--- config.mk ---
export PLATFORM = sky130hd
export DESIGN_NAME = dma_bus_arbiter
export DESIGN_NICKNAME = d
export VERILOG_FILES = /design/src/rtl/dma_bus_arbiter.sv
export SDC_FILE = /design/constraint.sdc
export NUM_CORES = 1
export LEC_CHECK = 0
export CAP_MARGIN = 0
export CORE_MARGIN = 4
export CORE_UTILIZATION = 32
export DETAILED_ROUTE_END_ITERATION = 6
export PLACE_DENSITY = 0.81
export SYNTH_ARGS = -nofsm -noshare
export SYNTH_HDL_FRONTEND = slang
export SYNTH_SLANG_ARGS = --single-unit
--- constraint.sdc ---
create_clock -name clk -period 1.86 [get_ports clk]
set_clock_uncertainty 0.2 [all_clocks]
set_input_delay 0.279 -clock clk [delete_from_list [all_inputs] [get_ports clk]]
set_output_delay 0.279 -clock clk [all_outputs]
set_load 0.02 [all_outputs]
--- src/rtl/dma_bus_arbiter.sv ---
// rtl/dma_bus_arbiter.sv - system bus arbiter between the 8080 CPU core and the K580VT57 DMA controller
//
// Purpose:
//   Converts a DMA hold request into a CPU stall at a safe machine-cycle
//   boundary, grants the bus to the DMA, and muxes address, write data and
//   strobes onto the shared memory/IO fabric. Every DMA tenure is followed
//   by a one-tick dead cycle (REL) and a guaranteed CPU slot (GUARD), and can
//   optionally be capped in length, so that video refresh cannot starve the CPU.
//
// Parameters:
//   CPU_MIN_SLOTS - ce ticks the CPU keeps the bus after each DMA tenure (0 = none)
//   DMA_MAX_SLOTS - maximum ce ticks per DMA tenure (0 = unlimited)
//
// Build option:
//   ARB_STATS_EN  - when defined, dma_busy_cnt_o counts ce ticks spent in DMA
//                   (saturating; busy_clr_i clears it). Otherwise it is tied to 0.
//
// Ports:
//   clk, reset               - system clock, asynchronous active-high reset
//   ce_i                     - bus-rate clock enable (same strobe as the DMA ce)
//   cpu_sync_i               - CPU is at a machine-cycle boundary
//   cpu_addr_i, cpu_dout_i   - CPU address / write data
//   cpu_*_n_i                - CPU strobes rd/wr/iord/iowr, active-low
//   dma_hrq_i                - DMA hold request
//   dma_addr_i               - DMA address
//   dma_o*_n_i               - DMA strobes ord/owe/oiord/oiowe, active-low
//   busy_clr_i               - clears the DMA ownership counter
//   cpu_hold_o, dma_hlda_o   - CPU stall request / DMA hold acknowledge
//   bus_addr_o, bus_dout_o   - muxed address / write data
//   bus_*_n_o                - muxed strobes, active-low
//   bus_owner_o              - 0 = CPU, 1 = DMA
//   dma_busy_cnt_o           - DMA ownership counter

module dma_bus_arbiter #(
  parameter int unsigned CPU_MIN_SLOTS = 4,
  parameter int unsigned DMA_MAX_SLOTS = 0
) (
  input  logic        clk,
  input  logic        reset,
  input  logic        ce_i,
  input  logic        cpu_sync_i,
  input  logic [15:0] cpu_addr_i,
  input  logic [7:0]  cpu_dout_i,
  input  logic        cpu_rd_n_i,
  input  logic        cpu_wr_n_i,
  input  logic        cpu_iord_n_i,
  input  logic        cpu_iowr_n_i,
  input  logic        dma_hrq_i,
  input  logic [15:0] dma_addr_i,
  input  logic        dma_ord_n_i,
  input  logic        dma_owe_n_i,
  input  logic        dma_oiord_n_i,
  input  logic        dma_oiowe_n_i,
  input  logic        busy_clr_i,
  output logic        cpu_hold_o,
  output logic        dma_hlda_o,
  output logic [15:0] bus_addr_o,
  output logic [7:0]  bus_dout_o,
  output logic        bus_rd_n_o,
  output logic        bus_wr_n_o,
  output logic        bus_iord_n_o,
  output logic        bus_iowr_n_o,
  output logic        bus_owner_o,
  output logic [15:0] dma_busy_cnt_o
);

  typedef enum logic [2:0] {
    S_CPU,
    S_HOLD,
    S_DMA,
    S_REL,
    S_GUARD
  } state_e;

  localparam bit          MAX_EN    = (DMA_MAX_SLOTS != 0);
  localparam bit          GUARD_EN  = (CPU_MIN_SLOTS != 0);
  // Terminal slot values; only meaningful when the matching feature is enabled.
  localparam logic [7:0]  DMA_LAST  = 8'(DMA_MAX_SLOTS - 1);
  localparam logic [7:0]  GUARD_LAST = 8'(CPU_MIN_SLOTS - 1);

  state_e     state_q, state_d;
  logic [7:0] slot_q, slot_d;
  logic       cpu_idle;

  assign cpu_idle = cpu_rd_n_i & cpu_wr_n_i & cpu_iord_n_i & cpu_iowr_n_i;

  always_ff @(posedge clk or posedge reset) begin
    if (reset) begin
      state_q <= S_CPU;
      slot_q  <= 8'd0;
    end else if (ce_i) begin
      state_q <= state_d;
      slot_q  <= slot_d;
    end
  end

  // Slot counter only runs while staying in DMA or GUARD; every other path
  // (including entry into those states) leaves it at zero.
  always_comb begin
    state_d = state_q;
    slot_d  = 8'd0;
    case (state_q)
      S_CPU: begin
        if (dma_hrq_i) state_d = S_HOLD;
      end
      S_HOLD: begin
        // Withdrawal of hrq takes precedence over a grant on the same tick.
        if (!dma_hrq_i)                  state_d = S_CPU;
        else if (cpu_sync_i && cpu_idle) state_d = S_DMA;
      end
      S_DMA: begin
        if (!dma_hrq_i || (MAX_EN && (slot_q == DMA_LAST))) state_d = S_REL;
        else slot_d = slot_q + 8'd1;
      end
      S_REL: begin
        state_d = GUARD_EN ? S_GUARD : S_CPU;
      end
      S_GUARD: begin
        // hrq is deliberately ignored here: the CPU is owed its slot.
        if (slot_q == GUARD_LAST) state_d = S_CPU;
        else slot_d = slot_q + 8'd1;
      end
      default: state_d = S_CPU;
    endcase
  end

  // Handshake outputs decode directly from the state flops.
  assign cpu_hold_o  = (state_q == S_HOLD) || (state_q == S_DMA) || (state_q == S_REL);
  assign dma_hlda_o  = (state_q == S_DMA);
  assign bus_owner_o = (state_q == S_DMA) || (state_q == S_REL);

  // REL keeps the DMA address stable but parks every strobe, so the two
  // masters never drive strobes in the same clock.
  always_comb begin
    bus_addr_o   = cpu_addr_i;
    bus_dout_o   = cpu_dout_i;
    bus_rd_n_o   = cpu_rd_n_i;
    bus_wr_n_o   = cpu_wr_n_i;
    bus_iord_n_o = cpu_iord_n_i;
    bus_iowr_n_o = cpu_iowr_n_i;
    case (state_q)
      S_DMA: begin
        bus_addr_o   = dma_addr_i;
        bus_dout_o   = 8'h00;
        bus_rd_n_o   = dma_ord_n_i;
        bus_wr_n_o   = dma_owe_n_i;
        bus_iord_n_o = dma_oiord_n_i;
        bus_iowr_n_o = dma_oiowe_n_i;
      end
      S_REL: begin
        bus_addr_o   = dma_addr_i;
        bus_dout_o   = 8'h00;
        bus_rd_n_o   = 1'b1;
        bus_wr_n_o   = 1'b1;
        bus_iord_n_o = 1'b1;
        bus_iowr_n_o = 1'b1;
      end
      default: ;
    endcase
  end

`ifdef ARB_STATS_EN
  logic [15:0] busy_q;

  // Clear acts on any clock edge and beats the increment.
  always_ff @(posedge clk or posedge reset) begin
    if (reset) begin
      busy_q <= 16'd0;
    end else if (busy_clr_i) begin
      busy_q <= 16'd0;
    end else if (ce_i && (state_q == S_DMA) && (busy_q != 16'hFFFF)) begin
      busy_q <= busy_q + 16'd1;
    end
  end

  assign dma_busy_cnt_o = busy_q;
`else
  logic unused_busy_clr;

  assign unused_busy_clr = busy_clr_i;
  assign dma_busy_cnt_o  = 16'd0;
`endif

endmodule

# Word level (Yosys, flattened, before mapping)
# Index checks and enable logic that the tools add are counted.
[word_totals] inputBits=54 n_memories=0 regBits=11 mem_bits_rw=0 latch_bits=0 output_inout_bits=47 mem_bits_ro=0 word_cells=37
[classes] bitwise_logic=3 n_mul=0 n_lt_le_gt_ge=0 div=0 addsub=1 n_mux=15 n_eq_ne=9 reduce_logical=7 shifts=0
[op_table] op="8-bit 2-to-1 mux" n=3
[op_table] op="16-bit 2-to-1 mux" n=1
[op_table] op="8-bit case mux with 2 select lines" n=1
[op_table] op="3-bit 2-to-1 mux" n=5
[op_table] op="3-bit case mux with 5 select lines" n=1
[op_table] op="8-bit by 1-bit adder with 8-bit output (second input constant)" n=1
[op_table] op="8-bit by 2-bit == test with 1-bit output (second input constant)" n=1
[op_table] op="1-bit case mux with 2 select lines" n=4
[op_table] op="3-bit by 2-bit == test with 1-bit output (second input constant)" n=2
[op_table] op="2-bit != test (second input constant)" n=3
[op_table] op="5-bit AND reduction" n=1
[op_table] op="1-bit bitwise AND" n=3
[op_table] op="3-bit by 1-bit == test with 1-bit output (second input constant)" n=1
[op_table] op="3-bit == test (second input constant)" n=1
[op_table] op="3-bit logical NOT" n=1
[op_table] op="1-bit logical OR" n=3
[op_table] op="3-bit != test (second input constant)" n=1
[op_table] op="2-bit OR reduction" n=1
[op_table] op="1-bit logical AND" n=1

# Logic depth before layout (Yosys ltp)
# Gate-level depths: netlist of run 1.
[depth] ltp_word=7 ltp_mapped=7 depth_no_buf=5

# Worst setup path before layout of run 1
# Ideal clock, no wire load.
[synth_timing] kind="register to output" from="reg state_q[2]" to="out bus_iord_n_o" path_stages_with_launch=5 slack_ns=0.012 t_arrival_ns=1.369 required_ns=1.381 n_path_buf=2 path_cell_list="dfrtp_1 > nand2b_1 > buf_6 > clkbuf_2 > o21ai_0"
[synth_between] elab_chain_len=2 elab_cells_between_ends=3 cone_classes="2 x eq/ne; 1 x mux"
[synth_rtl] item="start, declared" line_no="81" source="state_e state_q, state_d;"
[synth_rtl] item="start signal, assigned" line_no="92" source="state_q <= state_d;"
[synth_rtl] item="3-bit by 2-bit == test with 1-bit output" line_no="141" source="case (state_q)"
[synth_rtl] item="1-bit case mux with 2 select lines (*)" line_no="141"
[synth_rtl] item="end, declared" line_no="61" source="output logic bus_iord_n_o,"
# Every way passes the cells marked *; elsewhere a longest branch is shown, timed or not.

# Final worst setup path of run 1
[layout_timing] from="reg slot_q[0]" to="reg slot_q[7]"
[layout_between] elab_chain_len=3 elab_cells_between_ends=5 cone_classes="1 x add/sub; 1 x eq/ne; 3 x mux"
[layout_rtl] item="start, declared" line_no="82" source="logic [7:0] slot_q, slot_d;"
[layout_rtl] item="start signal, assigned" line_no="93" source="slot_q <= slot_d;"
[layout_rtl] item="8-bit by 1-bit adder with 8-bit output / 8-bit by 2-bit == test with 1-bit output (equally long branches)" line_no="113, 121, 120"
[layout_rtl] item="8-bit 2-to-1 mux (on tied branches)" line_no="120, 112"
[layout_rtl] item="8-bit case mux with 2 select lines (*)" line_no="102" source="case (state_q)"
# Marks and branches as above.
# A chain may end at the register's enable or synchronous reset.

==> impl_summary.md, run 1 <==
Routing
The first routing iteration left 42 violations. The first TritonRoute pass finished after 4 iterations. The post-detailed-route via-to-cell ratio is 4.51. The via count is 1407. Once detail routing completed, the nets flagged for antenna violations numbered 0.

Detailed routing placed a total of 506 microns of wire on met3. The overall routed net length is 3930 microns. The length of routed met2 wiring is 1840 microns. For this run, design rule violations remaining after detail routing come to 0. The wire length on met1 is 1530 microns. The average wire length per cell after detail routing is 12.6 microns. Routed signal wires occupy layers up through met4.

Timing
The part of the cycle the worst path needs is 95.8%. The shortest clock period the worst path allows after layout is 1.78 ns. The total of endpoints with negative setup slack in the final report is 0. The max-slew violation count is 0.

The number of hold violations in the final report came to 0. For this run, the top clock speed supported by timing is 561 MHz.

Logic synthesis
Among all flip-flop cells after synthesis, the most frequent one is dfrtp_1. The cell count after synthesis came out at 175. The share of async-settable or async-resettable flops after synthesis is 100%.

Synthesis inferred 11 register bits. The portion of synthesized area spent on multiplexers is 1.70%. During synthesis, Yosys emitted a total of 0 warnings. In this run, synthesis inferred 0 flip-flops with an integrated enable. The share of the synthesized area in compound gates (AO/OA/AOI/OAI) is 16.9%. The main combinational cell family by area after synthesis is simple AND/OR/NAND/NOR gates. Synthesis instantiated 37 different standard cells from the library.

Summing every instance area after synthesis gives 0.00118 sq mm. The simple-gate share of the synthesized area is 36.7%. Of the total synthesized cell area, the portion taken by full adders, half adders and majority gates is 1.06%. The xor/xnor share of the synthesized area is 1.49%. The average cell area after synthesis is 6.72 sq um. Of the synthesized area, sequential elements account for 23.4%.

Cells and area
The combined area of the multi-input logic cells is 774 sq um. 0 antenna diodes ended up in the layout. The sequential cell area is 277 sq um. The finished layout holds 312 standard cells, fillers aside. The post-route netlist has 22.2% of its cells at a drive strength greater than 1. The count of filler cells inserted in the layout is 336. At the end of the flow, the number of nets in the layout was 322. The area growth from synthesis to layout is 71.4%.

Clock network
CTS placed an instance of clkbuf_8 at the clock tree root. The clock transition time at the flip-flop clock pins of the worst setup and hold paths is 0.05 ns. The maximum buffer depth of the clock tree is 2. The number of clock buffers added by TritonCTS is 3.

At the later pin of the worst-skew pair, clock insertion delay measures 0.24 ns. Clock tree synthesis found a total of 11 sinks. The number of setup buffers added after CTS is 0. The clock tree from TritonCTS is built.

The H-tree depth reported by CTS is 1.

Die
The die covers 0.00471 sq mm. The die width is 68.6 microns. The initial utilization of the core area, before any placement, comes to 34.2%. The area of the core is 0.00344 sq mm. In this run the core area contains 21 standard-cell rows.

The number of top-level pins is 101. The floorplan step set the die height to 68.6 microns.

Worst setup path
The delay of the slowest cell on the worst path is 0.39 ns. The critical path endpoint category is a flip-flop. The signal on the critical path passes through ha_2, nor4b_4, nand2_1, a31oi_1, o31ai_2. The count of buffer and inverter cells on the critical path is 0. The kind of cell with the highest combined delay along the critical path is simple AND/OR/NAND/NOR gates. STA puts the critical path data arrival time at 1.70 ns.

For this design, the slowest cell found on the critical path is dfrtp_1. The maximum net fanout on the critical path is 4. The critical path data required time is 1.78 ns. The start-to-end type of the worst setup path is flip-flop to flip-flop. The worst setup path is launched from a flip-flop.

Pwr
Sequential cells account for 14.3% of the total power. The worst-case IR drop observed on VDD is 0.000506 V. The switching share of power is 51.0%. The clock network fraction of design power is 10.2%.

The combinational power share is 75.4%. The design draws 2.36 mW. In this run the static leakage power is 0.955 nW. The internal cell power is 1.16 mW. The power dissipated by switching net loads is 1.21 mW. Dividing total power by cell area gives a power density of 1170 mW/mm^2.

Global route
The initial antenna violation count was 0. Global routing consumed, over all layers together, 15.6% of the routing resources. The wire length of the first global-routing pass is 5640 microns. The via count of the first global-routing pass is 1319.

The pin count of the biggest net entering global routing is 19. The global-route congestion overflow total is 0.

Run
The max-capacitance violation count is 0.

Placed design
The congestion estimate from routability-driven global placement came to 0.798. The instance count after placement with tap cells included is 308. The count of buffers added on input and output ports is 83.

The post-detailed-placement half-perimeter wirelength is 3150 microns.

Min path
The path class of the lowest-slack min-delay path is input port to asynchronous set/reset pin.

Outcome
The flow ran to the end, and the final reports show no timing, DRC or antenna violations.
-- cell type report --
type	instances	area share, %
Sequential cell	11	13.7
Timing Repair Buffer	97	40.5
Clock buffer	4	2.23
Tap cell	46	2.86
Multi-Input combinational cell	142	38.4
Inverter	12	2.23
-- Yosys cell counts, types with 2 or more instances --
cell	n	area (sq um)
nor3_1	4	20.0
inv_1	11	41.3
nor2_1	12	45.0
o22ai_1	4	25.0
nand3_1	4	20.0
buf_2	7	35.0
and2_1	8	50.1
o21ai_0	7	35.0
mux2i_1	2	20.0
dfrtp_1	11	275
o221ai_1	3	26.3
buf_4	16	120
and3_1	2	12.5
or3b_2	2	17.5
nand2_1	59	221
nand2b_1	2	12.5
-- layout by cell type, fill, tap and decap left out, types with 2 or more instances in the layout --
| cell | count |
|---|---|
| clkbuf_8 | 3 |
| mux2i_1 | 2 |
| inv_1 | 11 |
| buf_4 | 11 |
| nand3_1 | 4 |
| or3b_2 | 2 |
| buf_6 | 2 |
| o21ai_0 | 6 |
| nand2_1 | 59 |
| clkdlybuf4s15_1 | 2 |
| and3_1 | 2 |
| and2_1 | 8 |
| o22ai_1 | 4 |
| clkdlybuf4s50_1 | 52 |
| conb_1 | 16 |
| clkbuf_2 | 4 |
| dfrtp_1 | 10 |
| buf_2 | 24 |
| o221ai_1 | 3 |
| nor2_1 | 12 |
| nor3_1 | 4 |
-- worst paths after layout --
kind / depth (start not counted) / to / start / slack (ns)
setup / recovery: 5 / slot_q[7] / slot_q[0] / 0.08
hold / removal: 2 / slot_q[7] / reset / 0.13
setup reg to reg: 5 / slot_q[7] / slot_q[0] / 0.08
hold reg to reg: 1 / slot_q[0] / slot_q[0] / 0.32
max in group asynchronous: 2 / state_q[0] / reset / 1.01
min in group clk: 1 / slot_q[0] / slot_q[0] / 0.32
-- state kept, by name, indices dropped and copies added, names as in the netlist --
name,count
slot_q,8
state_q,3
-- cells by family (layout without fill, tap and decap cells) --
group / after synthesis / count (layout)
other cells: 1 / 16
flops: 11 / 11
xor+xnor: 2 / 2
fa+ha+maj: 1 / 1
buf+inv: 37 / 113
mux: 2 / 2
simple gates: 96 / 96
compound gates: 25 / 25
-- what timing repair did --
item	4_1_cts	5_1_grt
endpoints found under the setup margin	31	20
gates resized for setup	108	20
hold buffers	0	0
pin swaps	0	1
-- through the flow --
stage                     cell area, sq um  util (%)  setup TNS, ns  hold slack (ns)  worst slack [ns]
final                                 2020      58.6              0            0.134            0.0786
after global routing                  2020      58.6       -0.00101            0.183          -0.00101
after CTS                             2070      60.2              0            0.148           0.00256
after detailed placement              2070      60.1          -2.84            0.308            -0.189
after global placement                2070      60.1          -2.04            0.296            -0.153
after floorplan                       1230         -              0          -0.0686            0.0115
-- power by group through the flow --
stage	registers (mW)	clock network (mW)	logic (mW)
floorplan	0.321	0	1.12
global placement	0.330	0	1.99
detailed placement	0.332	0	2.01
CTS	0.337	0.247	1.85
global route	0.349	0.262	1.93
finish	0.339	0.241	1.78
-- metal layers --
metal	GRT usage [%]	up-vias
met2	29.0	65
met3	3.57	6
met1	16.9	616
li1	-	720
met5	0	-
met4	5.96	0
Note: power is estimated with default switching activity, not from simulation.
==> run 2: changes to the inputs <==
Settings changed: ABC_AREA set to 1.
==> run 2 against run 1 <==
  * The flow now finishes with violations (setup timing)
  * Area after synthesis down 0.53%
  * Worst setup slack worse by 0.21 ns
  * Die area down 0.47%
  * Via count up 3.5%
==> impl_summary.md, run 2 <==
Outcome
Run status: finished with violations (was completed). The final reports fail on setup timing.

Logic synthesis
The share of async-settable or async-resettable flops after synthesis is 100% (unchanged). The simple-gate share of the synthesized area came to 45.8% (was 36.7%). The prevailing post-synth register cell is dfrtp_1 (unchanged).

The share of the synthesized area in compound gates (AO/OA/AOI/OAI) is 4.39% (was 16.9%). The synthesized area is 0.00117 sq mm (was 0.00118 sq mm). The synthesized flop and latch total came to 11 (unchanged). The average cell area after synthesis is 5.88 sq um (was 6.72 sq um). The proportion of netlist area held by the largest area contributor came to 27.0% (was 23.4%).

The xor/xnor share of the synthesized area was 1.50% (was 1.49%). The fraction of the mapped netlist area in adder cells was 1.07% (was 1.06%). The multiplexer share of the synthesized area is 0% (was 1.70%).

The number of enable flip-flop cells after synthesis is 0 (unchanged). The most common cell in the netlist was nand2_1 (unchanged). Most frequent cells after synthesis: 84 x nand2_1, 27 x inv_1, 23 x nor2_1, 19 x buf_4, 12 x nand3_1 (was 59 x nand2_1, 16 x buf_4, 12 x nor2_1, 11 x dfrtp_1, 11 x inv_1). Top cells by area, synth: nand2_1 27%, dfrtp_1 24%, buf_4 12% (was dfrtp_1 23%, nand2_1 19%, buf_4 10%). The gate count of the mapped netlist is 199 (was 175).

The portion of the post-synthesis area used by sequential elements is 23.5% (was 23.4%). The yosys synthesis warning count is 0 (unchanged). The leading area contributor after synthesis is nand2_1 (was dfrtp_1).

The number of distinct library cells after synthesis is 20 (was 37). The main combinational cell family by area after synthesis is simple AND/OR/NAND/NOR gates (unchanged).

Worst setup path
The critical path data required time is 1.38 ns (was 1.78 ns). The endpoint of the most critical register-to-register path is state_q[2] (was slot_q[7]). The register-to-register setup slack is 0.16 ns (was 0.08 ns). The critical path endpoint category is an output pin (was flip-flop). The maximum net fanout on the critical path is 9 (was 4).

Cells along the critical path: nor2_2, nand2_4, nand2_4, buf_12, buf_4, nand2_1, nand2_1, buf_6 (was ha_2, nor4b_4, nand2_1, a31oi_1, o31ai_2). The start-to-end type of the worst setup path is flip-flop to output pin (was flip-flop to flip-flop). The worst-case reg-to-reg path depth is 11 (was 5). The reg-to-reg startpoint was state_q[0] (was slot_q[0]).

The startpoint class of the critical path was a flip-flop (unchanged). The delay of the slowest cell on the worst path is 0.41 ns (was 0.39 ns). The critical path's top delay family is simple AND/OR/NAND/NOR gates (unchanged). The worst endpoint data arrival time is 1.51 ns (was 1.70 ns). The slowest stage cell on the critical path is dfrtp_1 (unchanged).

The count of buffer and inverter cells on the critical path is 3 (was 0).

Clock network
The maximum buffer depth of the clock tree was 2 (unchanged). The TritonCTS buffer count is 3 (unchanged). The number of hold buffers added after cts is 0 (unchanged). The clock tree from TritonCTS is built (unchanged). The clock root buffer is clkbuf_8 (unchanged). The clock insertion delay at the later pin of the skew report is 0.24 ns (about the same). The H-tree depth reported by CTS was 1 (unchanged). The CTS sink count is 11 (unchanged). The clock transition time at the flip-flop clock pins of the worst setup and hold paths is 0.05 ns (about the same).

Die
The vertical die dimension is 68.5 microns (was 68.6 microns). The area of the core came to 0.00344 sq mm (unchanged). The number of top-level pins was 101 (unchanged). The die width is 68.5 microns (was 68.6 microns).

The area of the die was 0.00469 sq mm (was 0.00471 sq mm). The starting utilization of the core area is 34.0% (was 34.2%). The standard-cell row count is 21 (unchanged).

Cells and area
The number of nets in the final layout is 357 (was 322). Registers with the most flip-flops: slot_q: 8 flops, state_q: 3 flops (unchanged). The utilization of the core after routing is 62.8% (was 58.6%). The total inserted antenna cells is 0 (unchanged). The commonest non-fill, non-tap cell in the layout is nand2_1 (unchanged). The count of filler cells inserted in the layout came to 326 (was 336).

The number of flip-flops under the largest register name is 8 (unchanged). The fraction of final layout cells sized beyond drive strength 1 came to 22.9% (was 22.2%). The register bank with the most flops was slot_q (unchanged). Most frequent cells in the layout: 82 x nand2_1, 52 x clkdlybuf4s50_1, 34 x buf_4 (was 59 x nand2_1, 52 x clkdlybuf4s50_1, 24 x buf_2). The area growth from synthesis to layout was 84.8% (was 71.4%).

Global route
The overall routing resource usage is 16.2% (was 15.6%). The pin count of the biggest net entering global routing is 17 (was 19). The via count of the first global-routing pass was 1296 (was 1319). The wire length of the first global-routing pass was 5780 microns (was 5640 microns). The global-route congestion overflow total was 0 (unchanged). The initial antenna violation count is 0 (unchanged).

Pwr
The power dissipated by switching net loads is 1.24 mW (was 1.21 mW). The register share of total power came to 11.9% (was 14.3%). The clock network fraction of design power is 8.9% (was 10.2%). The internal cell power is 1.43 mW (was 1.16 mW). The total leakage power came to 1.25 nW (was 0.955 nW). The combinational power share is 79.2% (was 75.4%). The peak ir drop on the vdd network is 0.000651 V (was 0.000506 V). The power per cell area was 1240 mW/mm^2 (was 1170 mW/mm^2). The switching share of power is 46.3% (was 51.0%).

Timing
The post-route worst hold slack is 0.137 ns (was 0.134 ns). The worst path setup slack after routing is -0.127 ns (was 0.0786 ns). The number of hold violations in the final report is 0 (unchanged). The shortest clock period the worst path allows after layout came to 1.99 ns (was 1.78 ns). The max-slew violation count is 0 (unchanged).

The total of endpoints with negative setup slack in the final report was 29 (was 0). The setup TNS was -1.59 ns (was 0 ns). The highest attainable clock frequency is 503 MHz (was 561 MHz). Setup repair after global routing could not meet its margin everywhere.

The part of the cycle the worst path needs is 107% (was 95.8%).

Routing
The total iterations of the first detailed-routing run came to 7 (was 4). The number of DRC violations after detailed routing is 0 (unchanged). The initial detailed-routing violation count is 45 (was 42). The post-detailed-route via-to-cell ratio is 4.20 (was 4.51). The number of nets with antenna violations after routing is 0 (unchanged).

The overall routed net length is 4210 microns (was 3930 microns). The average wire length per cell after detail routing is 12.1 microns (was 12.6 microns). The via count came to 1456 (was 1407).

Placed design
The routability congestion estimate came to 0.814 (was 0.798). The port buffer count is 83 (unchanged). The post-detailed-placement half-perimeter wirelength is 3370 microns (was 3150 microns).

Min path
The path class of the lowest-slack min-delay path is input port to asynchronous set/reset pin (unchanged).

Run
The max-capacitance violation count is 0 (unchanged).
-- run 2: cell count changes in the layout (fill, tap and decap cells not counted), sizes merged, moves of 4 or more --
cell   before  now
buf        38   51
nand2      59   87
nand3       4   12
nor2       13   27
inv        12   28
o22a        0    4
o22ai       4    0
and2        8    0
o21ai       8    0
-- run 2: logic make-up (layout without fill, tap and decap cells) --
kind of cell             count (synthesis)  in the layout
AO/OA/AOI/OAI                            6              6
XOR/XNOR                                 2              2
adder cells (fa/ha/maj)                  1              1
buffers and inverters                   49            136
flip-flops                              11             11
other                                    1             16
AND/OR/NAND/NOR                        129            129
-- run 2: power by group through the flow --
stage / Sequential [mW] / Combinational, mW / Clock (mW)
finish: 0.319 / 2.12 / 0.236
global route: 0.322 / 2.28 / 0.257
CTS: 0.318 / 2.10 / 0.244
detailed placement: 0.320 / 1.96 / 0
global placement: 0.317 / 1.94 / 0
floorplan: 0.322 / 1.06 / 0
-- run 2: worst max path at each step --
stage	from	end	slack, ns	cells past startpoint
final	state_q[2]	bus_addr_o[6]	-0.13	8
after CTS	state_q[2]	bus_addr_o[6]	-0.11	8
after detailed placement	state_q[0]	bus_addr_o[8]	-0.30	8
after floorplan	state_q[2]	bus_addr_o[10]	0.17	7
after global routing	state_q[2]	bus_addr_o[12]	-0.21	8
after global placement	state_q[0]	bus_addr_o[10]	-0.25	8
-- run 2: stage by stage --
stage                     total power [mW]  setup slack, ns  instances  area (sq um)
after floorplan                       1.38            0.168        214          1230
after global placement                2.26           -0.254        335          2070
after detailed placement              2.28           -0.298        335          2070
after CTS                             2.66           -0.113        347          2150
after global routing                  2.86           -0.210        347          2160
final                                 2.67           -0.127        347          2160
-- run 2: repair_timing --
| item | in CTS | in global routing |
|---|---|---|
| gates resized for setup | 167 | 6 |
| endpoints found under the setup margin | 31 | 33 |
| buffers inserted | 8 | 2 |
| pin swaps | 1 | 3 |
| cloned | 0 | 0 |
-- run 2: per-layer routing --
metal / vias up / wire length (microns) / GRT usage, %
li1: 765 / - / -
met1: 642 / 1590 / 18.3
met2: 45 / 2300 / 31.0
met3: 4 / 267 / 2.96
met4: 0 / 49 / 3.72
met5: - / 0 / 0
-- run 2: layout make-up --
cell class / count / area [sq um] / share of cell area [%]
clock buffer: 4 / 45.0 / 2.08
inverter: 28 / 108 / 4.98
multi-input combinational: 154 / 699 / 32.3
sequential: 11 / 275 / 12.7
tap: 46 / 57.6 / 2.66
timing repair buffer: 104 / 977 / 45.2
